<file path="src/rtl/keypad_scanner.sv">
// -----------------------------------------------------------------------------
// keypad_scanner
//
// Scans a 4x4 matrix keypad. The module drives one column low at a time and
// reads the row lines through a 2-flop synchroniser. It reports the first key
// it finds as a raw key_pressed flag plus a hex key code. These outputs feed a
// downstream debouncer. While a key is held, the module freezes the column so
// the debouncer sees a stable code.
//
// Parameters:
//   SCAN_DIV     clk cycles each column is driven before the rows are sampled
//                (legal values >= 4)
//
// Ports:
//   clk          system clock
//   reset        synchronous, active-high reset
//   row_n[3:0]   keypad rows, active-low, asynchronous to clk
//   col_n[3:0]   column drive, active-low, exactly one bit low
//   key_code[3:0] hex value of the located key, valid while key_pressed = 1
//   key_pressed  high while a key in the held column is detected down
//   col_idx[1:0] index of the column currently driven (debug)
//
// Handshake: none. key_pressed is a level. key_code is meaningful whenever
// key_pressed is high. After a release, key_code keeps its last value.
//
// Optional feature macro: GHOST_REJECT_EN
//   defined   - a sample with more than one low row is treated as no key
//               while scanning. While holding, it leaves key_code unchanged.
//   undefined - the lowest-index low row wins.
// -----------------------------------------------------------------------------
module keypad_scanner #(
   parameter int SCAN_DIV = 48000
) (
   input  logic       clk,
   input  logic       reset,
   input  logic [3:0] row_n,
   output logic [3:0] col_n,
   output logic [3:0] key_code,
   output logic       key_pressed,
   output logic [1:0] col_idx
);

   localparam int            CW      = $clog2(SCAN_DIV);
   localparam logic [CW-1:0] CNT_MAX = CW'(SCAN_DIV - 1);

`ifdef GHOST_REJECT_EN
   localparam bit GHOST_REJECT = 1'b1;
`else
   localparam bit GHOST_REJECT = 1'b0;
`endif

   typedef enum logic {
      SCAN = 1'b0,
      HOLD = 1'b1
   } state_e;

   state_e        state_q, state_d;
   logic [CW-1:0] cnt_q, cnt_d;
   logic [3:0]    sync1_q, sync2_q;
   logic [1:0]    col_idx_q, col_idx_d;
   logic [3:0]    col_n_q, col_n_d;
   logic [3:0]    key_code_q, key_code_d;
   logic          key_pressed_q, key_pressed_d;

   logic [3:0]    row_s;
   logic [3:0]    row_low;
   logic          sample;
   logic          any_low;
   logic          multi_low;
   logic          is_ghost;
   logic [1:0]    low_row;
   logic [3:0]    mapped;
   logic          advance;

   // Hex code for the key at {row, col}.
   function automatic logic [3:0] key_map(input logic [1:0] row, input logic [1:0] col);
      logic [3:0] code;
      case ({row, col})
         4'b00_00: code = 4'h1;
         4'b00_01: code = 4'h2;
         4'b00_10: code = 4'h3;
         4'b00_11: code = 4'hA;
         4'b01_00: code = 4'h4;
         4'b01_01: code = 4'h5;
         4'b01_10: code = 4'h6;
         4'b01_11: code = 4'hB;
         4'b10_00: code = 4'h7;
         4'b10_01: code = 4'h8;
         4'b10_10: code = 4'h9;
         4'b10_11: code = 4'hC;
         4'b11_00: code = 4'hE;  // '*'
         4'b11_01: code = 4'h0;
         4'b11_10: code = 4'hF;  // '#'
         default:  code = 4'hD;
      endcase
      return code;
   endfunction

   assign row_s     = sync2_q;
   assign row_low   = ~row_s;
   assign sample    = (cnt_q == CNT_MAX);
   assign any_low   = (row_low != 4'h0);
   // More than one bit set: clearing the lowest set bit leaves something.
   assign multi_low = ((row_low & (row_low - 4'h1)) != 4'h0);
   assign is_ghost  = GHOST_REJECT && multi_low;
   assign mapped    = key_map(low_row, col_idx_q);

   // Lowest-index low row. The loop runs downward, so row 0 has the last word.
   always_comb begin
      low_row = 2'd0;
      for (int r = 3; r >= 0; r--) begin
         if (row_low[r]) low_row = 2'(r);
      end
   end

   // Next-state and output logic.
   // The column only ever moves at a sample point. The counter wraps to 0 on
   // that same edge, so every column change also starts a fresh dwell.
   always_comb begin
      state_d       = state_q;
      cnt_d         = sample ? '0 : cnt_q + CW'(1);
      col_idx_d     = col_idx_q;
      col_n_d       = col_n_q;
      key_code_d    = key_code_q;
      key_pressed_d = key_pressed_q;
      advance       = 1'b0;

      if (sample) begin
         case (state_q)
            SCAN: begin
               if (!any_low || is_ghost) begin
                  advance = 1'b1;
               end else begin
                  state_d       = HOLD;
                  key_pressed_d = 1'b1;
                  key_code_d    = mapped;
               end
            end
            HOLD: begin
               if (!any_low) begin
                  advance       = 1'b1;
                  state_d       = SCAN;
                  key_pressed_d = 1'b0;
               end else if (!is_ghost) begin
                  // Follows a row change within the held column.
                  key_code_d = mapped;
               end
            end
            default: ;
         endcase
      end

      if (advance) begin
         col_idx_d = col_idx_q + 2'd1;
         col_n_d   = {col_n_q[2:0], col_n_q[3]};
      end
   end

   always_ff @(posedge clk) begin
      if (reset) begin
         state_q       <= SCAN;
         cnt_q         <= '0;
         sync1_q       <= 4'hF;
         sync2_q       <= 4'hF;
         col_idx_q     <= 2'd0;
         col_n_q       <= 4'b1110;
         key_code_q    <= 4'h0;
         key_pressed_q <= 1'b0;
      end else begin
         state_q       <= state_d;
         cnt_q         <= cnt_d;
         sync1_q       <= row_n;
         sync2_q       <= sync1_q;
         col_idx_q     <= col_idx_d;
         col_n_q       <= col_n_d;
         key_code_q    <= key_code_d;
         key_pressed_q <= key_pressed_d;
      end
   end

   assign col_n       = col_n_q;
   assign col_idx     = col_idx_q;
   assign key_code    = key_code_q;
   assign key_pressed = key_pressed_q;

endmodule

</file>
<file path="config.mk">
export PLATFORM = sky130hd
export DESIGN_NAME = keypad_scanner
export DESIGN_NICKNAME = d
export VERILOG_FILES = /design/src/rtl/keypad_scanner.sv
export SDC_FILE = /design/constraint.sdc
export NUM_CORES = 1
export LEC_CHECK = 0
export CAP_MARGIN = 10
export CORE_ASPECT_RATIO = 1.1
export CORE_MARGIN = 3
export CORE_UTILIZATION = 45
export DETAILED_ROUTE_END_ITERATION = 8
export HOLD_SLACK_MARGIN = 0.03
export PLACE_DENSITY = 0.71
export SYNTH_ARGS = -nofsm -noshare
export SYNTH_HDL_FRONTEND = slang
export SYNTH_SLANG_ARGS = --single-unit
</file>
<file path="constraint.sdc">
create_clock -name clk -period 2.4 [get_ports clk]
set_input_delay 0.6 -clock clk [delete_from_list [all_inputs] [get_ports clk]]
set_output_delay 0.6 -clock clk [all_outputs]
set_load 0.02 [all_outputs]
</file>
==> summary.md, run 1 <==
| Metric | Value |
|---|---|
| Sw frac | `a little under a quarter` |
| Gr busiest metal | `met2` |
| Vias per cell | `5.56` |
| Status | `finished, final reports clean` |
| Post-synthesis sequential area ratio | `roughly 42%` |
| Setup crit end | `col_idx[0]` |
| Crit path DAT | `approximately 1.5 ns` |
| Skew final | `roughly 0.012 ns` |
| Htree depth | `2` |
| # DRC | `0` |
| Post-route minimum period | `roughly 2.1 ns` |
| Gate power share | `under 10%` |
| Fmax | `around 470 MHz` |
| Clock Tree Root | `clkbuf_4` |
| PwrDens | `506 nW/um^2` |
| Worst slew pin tran | `0.448 ns` |
| 1st-iter DRT viols | `between 150 and 200` |
| Clock group share of total power | `between 30% and 40%` |
| Max-cap violations | `0` |
| Starting density of the core | `49.0%` |
| Final setup viols | `0` |
| Sw power | `0.229 mW` |
| Final non-filler cell total | `250` |
| Total power | `between 0.9 and 1 mW` |
| CP Launch Point | `col_idx[0]` |
| Internal power | `about 0.75 mW` |
| Fin. Hold Viols | `0` |
| Setup Total Neg Slack | `0 ns` |
| Crit Path Class | `reg2out` |
| Synthesized area per cell | `just over 9 um^2` |
| Clock-pin slew on the worst setup and hold paths | `between 0.1 and 0.15 ns` |
| Leak pwr | `around 0.67 nW` |
| Post-CTS setup buffers | `0` |
| Slew HR | `between 70 and 80%` |
| Synth Register Bits | `36` |
| Overflow after GRT | `0` |
| Hold buffer count at cts | `0` |
| # fillers | `~330` |
| Initial antenna violation count | `0` |
| CP Data Required Time | `roughly 1.8 ns` |
| WP buf/inv | `1` |
| Nets | `roughly 210` |
| Crit-path max cell delay | `about 0.67 ns` |
| CP startpoint kind | `flop` |
| Ys flop type | `dfxtp_1` |
| Worst-path cell chain | `clkdlybuf4s50_1` |
| Total wire length | `3340 um` |
| # IOs | `17` |
| Design area | `between 1500 and 2000 um^2` |
| CP top delay family | `buffers and inverters` |
| Worst hold margin | `0.420 ns` |
| Max clock buf depth | `2` |
| CP max stage cell | `clkdlybuf4s50_1` |
| HP Class | `reg2reg` |
| R2R Setup Slk | `0.46 ns` |
| Dpl cells | `242` |
| Largest net degree at the start of global routing | `15` |
| Reg2Reg Depth | `5` |
| Antenna Diode Count | `0` |
| Post-route ant nets | `0` |
| YS warnings | `0` |
| Number of library cell types mapped by synthesis | `45` |
| RSZ-0062 raised after global routing | `false` |
| Later-pin clock latency in the skew report | `about 0.33 ns` |
| Post-synth ARST share | `0%` |
| Die area | `around 4600 um^2` |
| Max Slew Vio Count | `0` |
| Post-Syn Nets | `between 150 and 200` |
| Chip Width | `between 60 and 70 um` |
| CP endpoint kind | `primary output` |
| GR Layer Usage met2 | `around a quarter` |
| Die Y | `70.7 um` |
| Vias post-DR | `1390` |
| Sequential Power Share | `between 60 and 70%` |
| Number of synthesized flops with an enable pin | `0` |
| M1 GR Usage | `between 10% and 20%` |
| Placer congestion estimate | `between 0.8 and 0.9` |
| CP Depth | `1` |
| CTS tree | `yes` |
| P&R area growth vs syn | `12.9%` |
| First-pass GRT wire length | `roughly 5900 um` |
| Syn Inst Count | `~190` |
| Crit path max fanout | `9` |
| Area of the core | `approximately 3500 um^2` |
| HPWL Detailed | `~2500 um` |
| Layout cells sized above 1 | `between 10% and 20%` |
| Cell Area, Synth | `between 1500 and 2000 um^2` |
| Total CTS buffers | `5` |
| Tot GR Track Use | `16.1%` |
| Peak VDD IR | `0.320 mV` |
| Vias in the first global route | `approximately 1.3k` |
| WL per Instance | `13.4 um` |
| Area of placed instances | `1880 um^2` |
| R2r startpoint | `cnt_q[0]` |
| RR Endpoint | `cnt_q[8]` |
| Routing usage on met3 | `between 3 and 4%` |
| DRT Pass-1 Iters | `4` |
| Port Buffers | `16` |
| # rows | `22` |
| Post-CTS sizing | `0` |
| Clock sink count | `36` |
| Final period utilization | `around nine tenths` |
==> cell type report <==
cell class | count | area [um^2] | share of cell area, %
Sequential cell | 36 | 721 | 37.3
Clock inverter | 1 | 8.76 | 0.453
Clock buffer | 7 | 45.0 | 2.33
Multi-Input combinational cell | 132 | 892 | 46.2
Tap cell | 48 | 60.1 | 3.11
Timing Repair Buffer | 18 | 175 | 9.07
Inverter | 8 | 30.0 | 1.55
==> flip-flops by register name, summed over array words and instances, names as in the netlist <==
name / flops
cnt_q: 16
row_s: 4
key_pressed: 1
col_idx: 2
col_n: 4
key_code: 4
sync1_q: 4
state_q: 1
==> per-layer routing <==
layer | vias to the layer above | share of wire [%]
met1 | 657 | 43
li1 | 695 | -
met5 | - | 0
met4 | 0 | 1.5
met3 | 4 | 3.7
met2 | 34 | 52
==> cells in the final DEF, fill, tap and decap left out, types with 2 or more instances in the layout <==
| cell type | Yosys | layout |
|---|---|---|
| a311oi_1 | 2 | 2 |
| nor2_1 | 19 | 19 |
| a21oi_1 | 11 | 11 |
| buf_4 | 3 | 2 |
| inv_1 | 8 | 8 |
| a31oi_1 | 3 | 3 |
| o31ai_1 | 3 | 3 |
| ha_1 | 6 | 6 |
| nor3_1 | 3 | 3 |
| nand4_1 | 8 | 8 |
| clkdlybuf4s50_1 | 0 | 16 |
| xnor2_1 | 5 | 5 |
| or4_1 | 2 | 2 |
| nand2b_1 | 3 | 3 |
| mux2i_1 | 3 | 3 |
| xor2_1 | 6 | 6 |
| clkbuf_1 | 5 | 2 |
| nand2_1 | 9 | 9 |
| or2_2 | 8 | 8 |
| nand3_1 | 8 | 8 |
| or4_4 | 2 | 2 |
| dfxtp_1 | 36 | 36 |
| and4_1 | 3 | 3 |
| and3_1 | 5 | 5 |
| o21ai_0 | 4 | 4 |
| clkbuf_4 | 0 | 5 |
==> logic make-up after synthesis <==
group                      after synthesis  share of synthesized area [%]
and+or+nand+nor                         80                           28.1
buffers and inverters                   19                           5.77
DFF                                     36                           42.1
AOI/OAI and AO/OA                       32                           12.3
xor gates and xnor gates                11                           5.63
muxes                                    3                           1.75
adders and majority gates                6                           4.39
==> cell usage after synthesis, types with 4 or more instances <==
cell,count,area [um^2]
a21oi_1,11,55.1
and3_1,5,31.3
clkbuf_1,5,18.8
dfxtp_1,36,721
ha_1,6,75.1
inv_1,8,30.0
nand2_1,9,33.8
nand3_1,8,40.0
nand4_1,8,50.1
nor2_1,19,71.3
o21ai_0,4,20.0
or2_2,8,50.1
xnor2_1,5,43.8
xor2_1,6,52.6
==> worst min path at each step <==
stage                from  endpoint  slack (ns)  cells past startpoint
2_1_floorplan  sync1_q[0]  row_s[0]        0.39                      1
3_3_place_gp   sync1_q[3]  row_s[3]        0.39                      1
3_5_place_dp   sync1_q[3]  row_s[3]        0.40                      1
4_1_cts        sync1_q[3]  row_s[3]        0.43                      1
5_1_grt        sync1_q[2]  row_s[2]        0.45                      1
6_report       sync1_q[3]  row_s[3]        0.42                      1
==> per-stage QoR <==
| stage | setup WS, ns | util (%) |
|---|---|---|
| 6_report | 0.284 | 55.3 |
| 3_3_place_gp | 0.511 | 53.7 |
| 4_1_cts | 0.269 | 55.3 |
| 5_1_grt | 0.209 | 55.3 |
| 2_1_floorplan | 0.678 | - |
| 3_5_place_dp | 0.452 | 53.7 |
==> power by group through the flow <==
| stage | clock network [mW] | registers, mW | logic (mW) |
|---|---|---|---|
| 6_report | 0.311 | 0.619 | 0.0492 |
| 5_1_grt | 0.358 | 0.621 | 0.0557 |
| 3_5_place_dp | 0 | 0.632 | 0.0493 |
| 2_1_floorplan | 0 | 0.627 | 0.0367 |
| 4_1_cts | 0.323 | 0.619 | 0.0496 |
| 3_3_place_gp | 0 | 0.631 | 0.0476 |
(Power assumes the default switching activity.)
==> inputs of run 2 (changes only) <==
--- a/config.mk
+++ b/config.mk
@@ -5,6 +5,7 @@
 export SDC_FILE = /design/constraint.sdc
 export NUM_CORES = 1
 export LEC_CHECK = 0
+export ABC_AREA = 1
 export CAP_MARGIN = 10
 export CORE_ASPECT_RATIO = 1.1
 export CORE_MARGIN = 3
==> run 2 against run 1 <==
  * Final area rose by 8.7%
  * Largest cell class unchanged
  * Non-clock buffer count fell by 1
  * Clock skew fell by 0.0074 ns
  * Area after synthesis rose by 3.9%
  * Register-to-register slack improved by 0.38 ns
  * Critical path depth did not move
  * Die area rose by 3.5%
  * Final cell count rose by 26%
  * Sequential cell count did not move
==> summary.md, run 2 <==
| Metric | Value |
|---|---|
| Total power | `1.20 mW (+23%)` |
| Overflow after GRT | `0 (unchanged)` |
| Number of library cell types mapped by synthesis | `25 (-44%)` |
| Vias per cell | `4.61 (-17%)` |
| Cell Area, Synth | `1780 um^2 (+3.9%)` |
| Die Y | `71.9 um (+1.8%)` |
| Vias in the first global route | `1274 (-4.9%)` |
| Largest net degree at the start of global routing | `13 (-2)` |
| Syn Inst Count | `242 (+29%)` |
| Hold buffer count at cts | `0 (unchanged)` |
| Starting density of the core | `47.9% (-1.1 points)` |
| # rows | `23 (+4.5%)` |
| WL per Instance | `9.80 um (-27%)` |
| Commonest non-fill, non-tap cell in the layout | `nand2_1` |
| Nets | `275 (+29%)` |
| Crit path max fanout | `8 (-1)` |
| Fmax | `499 MHz (+5.6%)` |
| Worst slew pin tran | `0.492 ns (+0.0446 ns)` |
| CP Data Required Time | `1.80 ns (about the same)` |
| Post-CTS sizing | `0 (unchanged)` |
| Status | `finished, final reports clean` |
| Leak pwr | `0.892 nW (+34%)` |
| CP endpoint kind | `primary output` |
| HP Class | `reg2reg` |
| R2R Setup Slk | `0.84 ns (+0.38 ns)` |
| # DRC | `0 (unchanged)` |
| Clock sink count | `36 (unchanged)` |
| Fin. Hold Viols | `0 (unchanged)` |
| Post-synth ARST share | `0% (unchanged)` |
| Final worst slack | `0.396 ns (+0.112 ns)` |
| Htree depth | `2 (unchanged)` |
| Synth Register Bits | `36 (unchanged)` |
| Setup Slack @ Placement | `0.573 ns (+0.122 ns)` |
| YS warnings | `0 (unchanged)` |
| Count leader, synth | `nand2_1` |
| CP startpoint kind | `flop` |
| Total wire length | `3080 um (-7.8%)` |
| Final period utilization | `83.5% (-4.7 points)` |
| Tot GR Track Use | `14.7% (-1.5 points)` |
| Setup Total Neg Slack | `0 ns (unchanged)` |
| Port Buffers | `16 (unchanged)` |
| Post-route ant nets | `0 (unchanged)` |
| Die area | `4740 um^2 (+3.5%)` |
| RSZ-0062 raised after global routing | `false` |
| Clock Tree Root | `clkbuf_8` |
| 1st-iter DRT viols | `33 (-79%)` |
| Later-pin clock latency in the skew report | `0.30 ns (-0.03 ns)` |
| Slew HR | `67.2% (-3.0 points)` |
| Max clock buf depth | `2 (unchanged)` |
| Final non-filler cell total | `314 (+26%)` |
| P&R area growth vs syn | `18.2%` |
| Final setup viols | `0 (unchanged)` |
| CTS tree | `yes` |
| Antenna Diode Count | `0 (unchanged)` |
| Crit Path Class | `reg2out` |
| WP buf/inv | `1 (unchanged)` |
| Max Slew Vio Count | `0 (unchanged)` |
| Skew final | `0.00409 ns (-0.00743 ns)` |
| # fillers | `354 (+6.9%)` |
| Ys flop type | `dfxtp_1` |
| HPWL Detailed | `2280 um (-8.6%)` |
| Dpl cells | `306 (+26%)` |
| Share of the synthesized area in the top cell type | `40.5% (-1.6 points)` |
| # IOs | `17 (unchanged)` |
| DRT Pass-1 Iters | `4 (unchanged)` |
| Chip Width | `65.9 um (+1.7%)` |
| Total CTS buffers | `5 (unchanged)` |
| Clock-pin slew on the worst setup and hold paths | `0.07 ns (-0.04 ns)` |
| Worst-path cell chain | `clkdlybuf4s50_1` |
| Post-CTS setup buffers | `0 (unchanged)` |
| Post-synth top cells | `nand2_1 (57), dfxtp_1 (36), inv_1 (32)` |
| Placer congestion estimate | `0.838 (+3.5%)` |
| Number of synthesized flops with an enable pin | `0 (unchanged)` |
| Post-route minimum period | `2.00 ns (-0.112 ns)` |
| Yosys top cell by area | `dfxtp_1` |
| Most frequent cells in the layout | `nand2_1 (57), dfxtp_1 (36), inv_1 (32)` |
| Initial antenna violation count | `0 (unchanged)` |
| Largest register by flop count | `cnt_q` |
| Post-synthesis sequential area ratio | `40.5% (-1.6 points)` |
| CP max stage cell | `clkdlybuf4s50_1` |
| Number of flip-flops in the largest register | `16 (unchanged)` |
| Post-Syn Nets | `254 (+28%)` |
| Vias post-DR | `1446 (+4.0%)` |
| Peak VDD IR | `0.334 mV (+4.4%)` |
| First-pass GRT wire length | `5260 um (-11%)` |
| Max-cap violations | `0 (unchanged)` |
| Area of the core | `3710 um^2 (+6.2%)` |
| Crit-path max cell delay | `0.65 ns (-0.02 ns)` |
| Crit path DAT | `1.40 ns (-0.12 ns)` |
| Synthesized area per cell | `7.35 um^2 (-20%)` |
| CP top delay family | `buffers and inverters` |
| Synth top area cells | `dfxtp_1 (41%), nand2_1 (12%), inv_1 (6.8%)` |
| Layout cells sized above 1 | `14.4% (+2.5 points)` |
| PwrDens | `571 nW/um^2 (+13%)` |
-- run 2: cell count changes in the layout (fill, tap and decap cells not counted), sizes merged, moves of 4 or more --
cell	change
a21oi	-7
and3	-4
inv	+25
nand2	+52
nand3	+13
nor2	+18
or4	-4
-- run 2: layer usage --
layer,GRT usage [%],routed length [um]
met5,0,0
met1,17.9,1490
met2,21.4,1400
met4,9.03,76
met3,6.04,108
-- run 2: layout make-up --
cell class / instances / area (um^2) / area share, %
sequential: 36 / 721 / 34.3
tap: 50 / 62.6 / 2.98
timing repair buffer: 17 / 168 / 7.98
clock buffer: 5 / 68.8 / 3.28
inverter: 35 / 134 / 6.37
multi-input combinational: 168 / 905 / 43.1
clock inverter: 3 / 42.5 / 2.03
-- run 2: metrics by stage --
step           util, %  hold WS [ns]  instance area [um^2]
2_1_floorplan        -         0.389                  1780
3_3_place_gp      53.6         0.392                  1990
3_5_place_dp      53.6         0.399                  1990
4_1_cts           56.6         0.416                  2100
5_1_grt           56.6         0.433                  2100
6_report          56.6         0.413                  2100
-- run 2: worst paths after layout --
path	cells after the start	endpoint	start
min	1	row_s[2]	sync1_q[2]
max	1	col_idx[0]	col_idx[0]
max reg2reg	6	cnt_q[9]	cnt_q[0]
min reg2reg	1	row_s[2]	sync1_q[2]
-- run 2: kinds of logic (layout without fill, tap and decap cells) --
logic type / Yosys count / after routing / synth area share (%)
AO/OA/AOI/OAI: 11 / 11 / 3.45
flip-flops: 36 / 36 / 40.5
buffers and inverters: 38 / 60 / 8.59
AND/OR/NAND/NOR: 141 / 141 / 38.3
XOR/XNOR: 10 / 10 / 4.93
adder cells (fa/ha/maj): 6 / 6 / 4.22
-- run 2: report_power, final --
part	switching (mW)	leakage [nW]	internal, mW	total, mW
Sequential	0.00633	0.293	0.608	0.614
Clock	0.222	0.0541	0.307	0.529
Combinational	0.0326	0.546	0.0244	0.0570
Total	0.261	0.892	0.939	1.20
==> inputs of run 3 (changes only) <==
--- a/config.mk
+++ b/config.mk
@@ -12,7 +12,7 @@
 export CORE_UTILIZATION = 45
 export DETAILED_ROUTE_END_ITERATION = 8
 export HOLD_SLACK_MARGIN = 0.03
-export PLACE_DENSITY = 0.71
+export PLACE_DENSITY = 0.74
 export SYNTH_ARGS = -nofsm -noshare
 export SYNTH_HDL_FRONTEND = slang
 export SYNTH_SLANG_ARGS = --single-unit
==> constraint.sdc (replaced) <==
create_clock -name clk -period 1.75 [get_ports clk]
set_input_delay 0.4375 -clock clk [delete_from_list [all_inputs] [get_ports clk]]
set_output_delay 0.4375 -clock clk [all_outputs]
set_load 0.02 [all_outputs]
==> run 3 against run 2 <==
  * Via count rose by 0.97%
  * Non-clock buffer count rose by 3
  * Global-route usage rose by 0.62 points
  * Critical endpoint is now col_n[3]
  * Largest cell class unchanged
==> summary.md, run 3 (synthesized netlist as in run 2, its figures left out) <==
| Metric | Value |
|---|---|
| Final period utilization | `a little over nine tenths` |
| CP Depth | `1 (unchanged)` |
| RSZ-0062 raised after global routing | `false` |
| P&R area growth vs syn | `19.5%` |
| Leak pwr | `0.912 nW (+2.2%)` |
| PwrDens | `772 nW/um^2 (+35%)` |
| Peak VDD IR | `0.518 mV (+55%)` |
| Worst-path cell chain | `clkdlybuf4s50_1` |
| Max Slew Vio Count | `0 (unchanged)` |
| Total power | `1.64 mW (+37%)` |
| Largest register by flop count | `cnt_q` |
| Overflow after GRT | `0 (unchanged)` |
| CP max stage cell | `clkdlybuf4s50_1` |
| Total CTS buffers | `5 (unchanged)` |
| CP top delay family | `buffers and inverters` |
| CP Launch Point | `col_n[3]` |
| # DRC | `0 (unchanged)` |
| Placer congestion estimate | `0.825 (-1.5%)` |
| Later-pin clock latency in the skew report | `0.29 ns (about the same)` |
| Crit path DAT | `1.26 ns (-0.14 ns)` |
| Clock-pin slew on the worst setup and hold paths | `0.07 ns (about the same)` |
| Final setup viols | `0 (unchanged)` |
| Vias per cell | `4.61 (about the same)` |
| Fmax | `a little under 600 MHz` |
| DRT Pass-1 Iters | `4 (unchanged)` |
| Worst slew pin tran | `0.364 ns (-0.128 ns)` |
| Reg2Reg Depth | `7 (+1)` |
| Chip Width | `65.9 um (unchanged)` |
| Total wire length | `3130 um (+1.7%)` |
| Starting density of the core | `47.9% (unchanged)` |
| Htree depth | `2 (unchanged)` |
| Die Y | `71.9 um (unchanged)` |
| First-pass GRT wire length | `5520 um (+5.0%)` |
| Largest net degree at the start of global routing | `13 (unchanged)` |
| Port Buffers | `16 (unchanged)` |
| # rows | `23 (unchanged)` |
| R2r startpoint | `cnt_q[0]` |
| Crit path max fanout | `3 (-5)` |
| CP startpoint kind | `flop` |
| RR Endpoint | `cnt_q[14]` |
| 1st-iter DRT viols | `38 (+15%)` |
| Die area | `4740 um^2 (unchanged)` |
| # IOs | `17 (unchanged)` |
| CTS tree | `yes` |
| Clock sink count | `36 (unchanged)` |
| # fillers | `346 (-2.3%)` |
| Post-route minimum period | `about 1.7 ns` |
| Post-route ant nets | `0 (unchanged)` |
| Slew HR | `75.5% (+8.4 points)` |
| Vias in the first global route | `1328 (+4.2%)` |
| HPWL Detailed | `2350 um (+2.8%)` |
| Most frequent cells in the layout | `nand2_1 (57), dfxtp_1 (36), inv_1 (32)` |
| Initial antenna violation count | `0 (unchanged)` |
| Design area | `2120 um^2 (+1.1%)` |
| HP Class | `reg2reg` |
| CP Data Required Time | `1.31 ns (-0.49 ns)` |
| WL per Instance | `9.88 um (+0.76%)` |
| Max-cap violations | `0 (unchanged)` |
| Dpl cells | `309 (+0.98%)` |
| Number of flip-flops in the largest register | `16 (unchanged)` |
| Max clock buf depth | `2 (unchanged)` |
| Post-CTS setup buffers | `0 (unchanged)` |
| Layout cells sized above 1 | `15.4% (+0.96 points)` |
| WP buf/inv | `1 (unchanged)` |
| CP endpoint kind | `primary output` |
| R2R Setup Slk | `0.30 ns (-0.54 ns)` |
| Crit Path Class | `reg2out` |
| Skew final | `0.00624 ns (+0.00214 ns)` |
| Setup crit end | `col_n[3]` |
| Nets | `278 (+1.1%)` |
| HP Start | `sync1_q[3]` |
| Setup Total Neg Slack | `0 ns (unchanged)` |
| Final non-filler cell total | `317 (+0.96%)` |
| Area of the core | `3710 um^2 (unchanged)` |
| Clock Tree Root | `clkbuf_8` |
| Antenna Diode Count | `0 (unchanged)` |
| Tot GR Track Use | `15.3% (+0.62 points)` |
| Commonest non-fill, non-tap cell in the layout | `nand2_1` |
| Fin. Hold Viols | `0 (unchanged)` |
| Crit-path max cell delay | `0.61 ns (-0.04 ns)` |
| Vias post-DR | `1460 (+0.97%)` |
| Status | `finished, final reports clean` |
| Area of placed instances | `2010 um^2 (+1.1%)` |
## run 3: cell types whose count changed in the layout (fill, tap and decap cells not counted), sizes merged
cell,before,now
buf,1,4
dlygate4sd2,0,1
dlymetal6s2s,0,1
clkdlybuf4s50,16,14
## run 3: area by class of cell
class,count,area (um^2),share of cell area (%)
clock buffer,5,68.8,3.24
tap,50,62.6,2.94
multi-input combinational,168,905,42.6
clock inverter,3,42.5,2.00
timing repair buffer,20,191,9.01
inverter,35,134,6.30
sequential,36,721,33.9
## run 3: how the worst min path moves through the flow
stage / endpoint / slack, ns / cells past startpoint
final: row_s[3] / 0.41 / 1
after global routing: row_s[2] / 0.43 / 1
after CTS: row_s[3] / 0.41 / 1
after detailed placement: row_s[3] / 0.39 / 1
after global placement: row_s[3] / 0.39 / 1
after floorplan: row_s[0] / 0.39 / 1
## run 3: layer usage
layer	part of all wire (%)	vias to the layer above	routed length, um	track usage [%]
met2	45	25	1390	23.4
met5	0	-	0	0
met4	3.2	0	101	8.80
met1	48	634	1510	18.7
met3	3.9	9	121	5.26
li1	-	792	-	-
## run 3: power breakdown
group          switching, mW  total, mW  leakage, nW  internal (mW)
logic                 0.0460     0.0823        0.565         0.0362
clock network          0.295      0.717       0.0541          0.421
registers            0.00840      0.842        0.293          0.833
## run 3: through the flow
stage / worst slack [ns] / util [%] / hold slack (ns)
2_1_floorplan: 0.368 / - / 0.389
3_3_place_gp: 0.304 / 54.2 / 0.392
3_5_place_dp: 0.279 / 54.2 / 0.394
4_1_cts: 0.0363 / 57.2 / 0.412
5_1_grt: 0.0190 / 57.2 / 0.430
6_report: 0.0560 / 57.2 / 0.410
## run 3: repair_timing
action | CTS | global route
hold buffers | 0 | 0
endpoints found under the setup margin | 1 | 1
pin swaps | 0 | 0
endpoints found under the hold margin | 0 | 0
resized for setup | 1 | 1
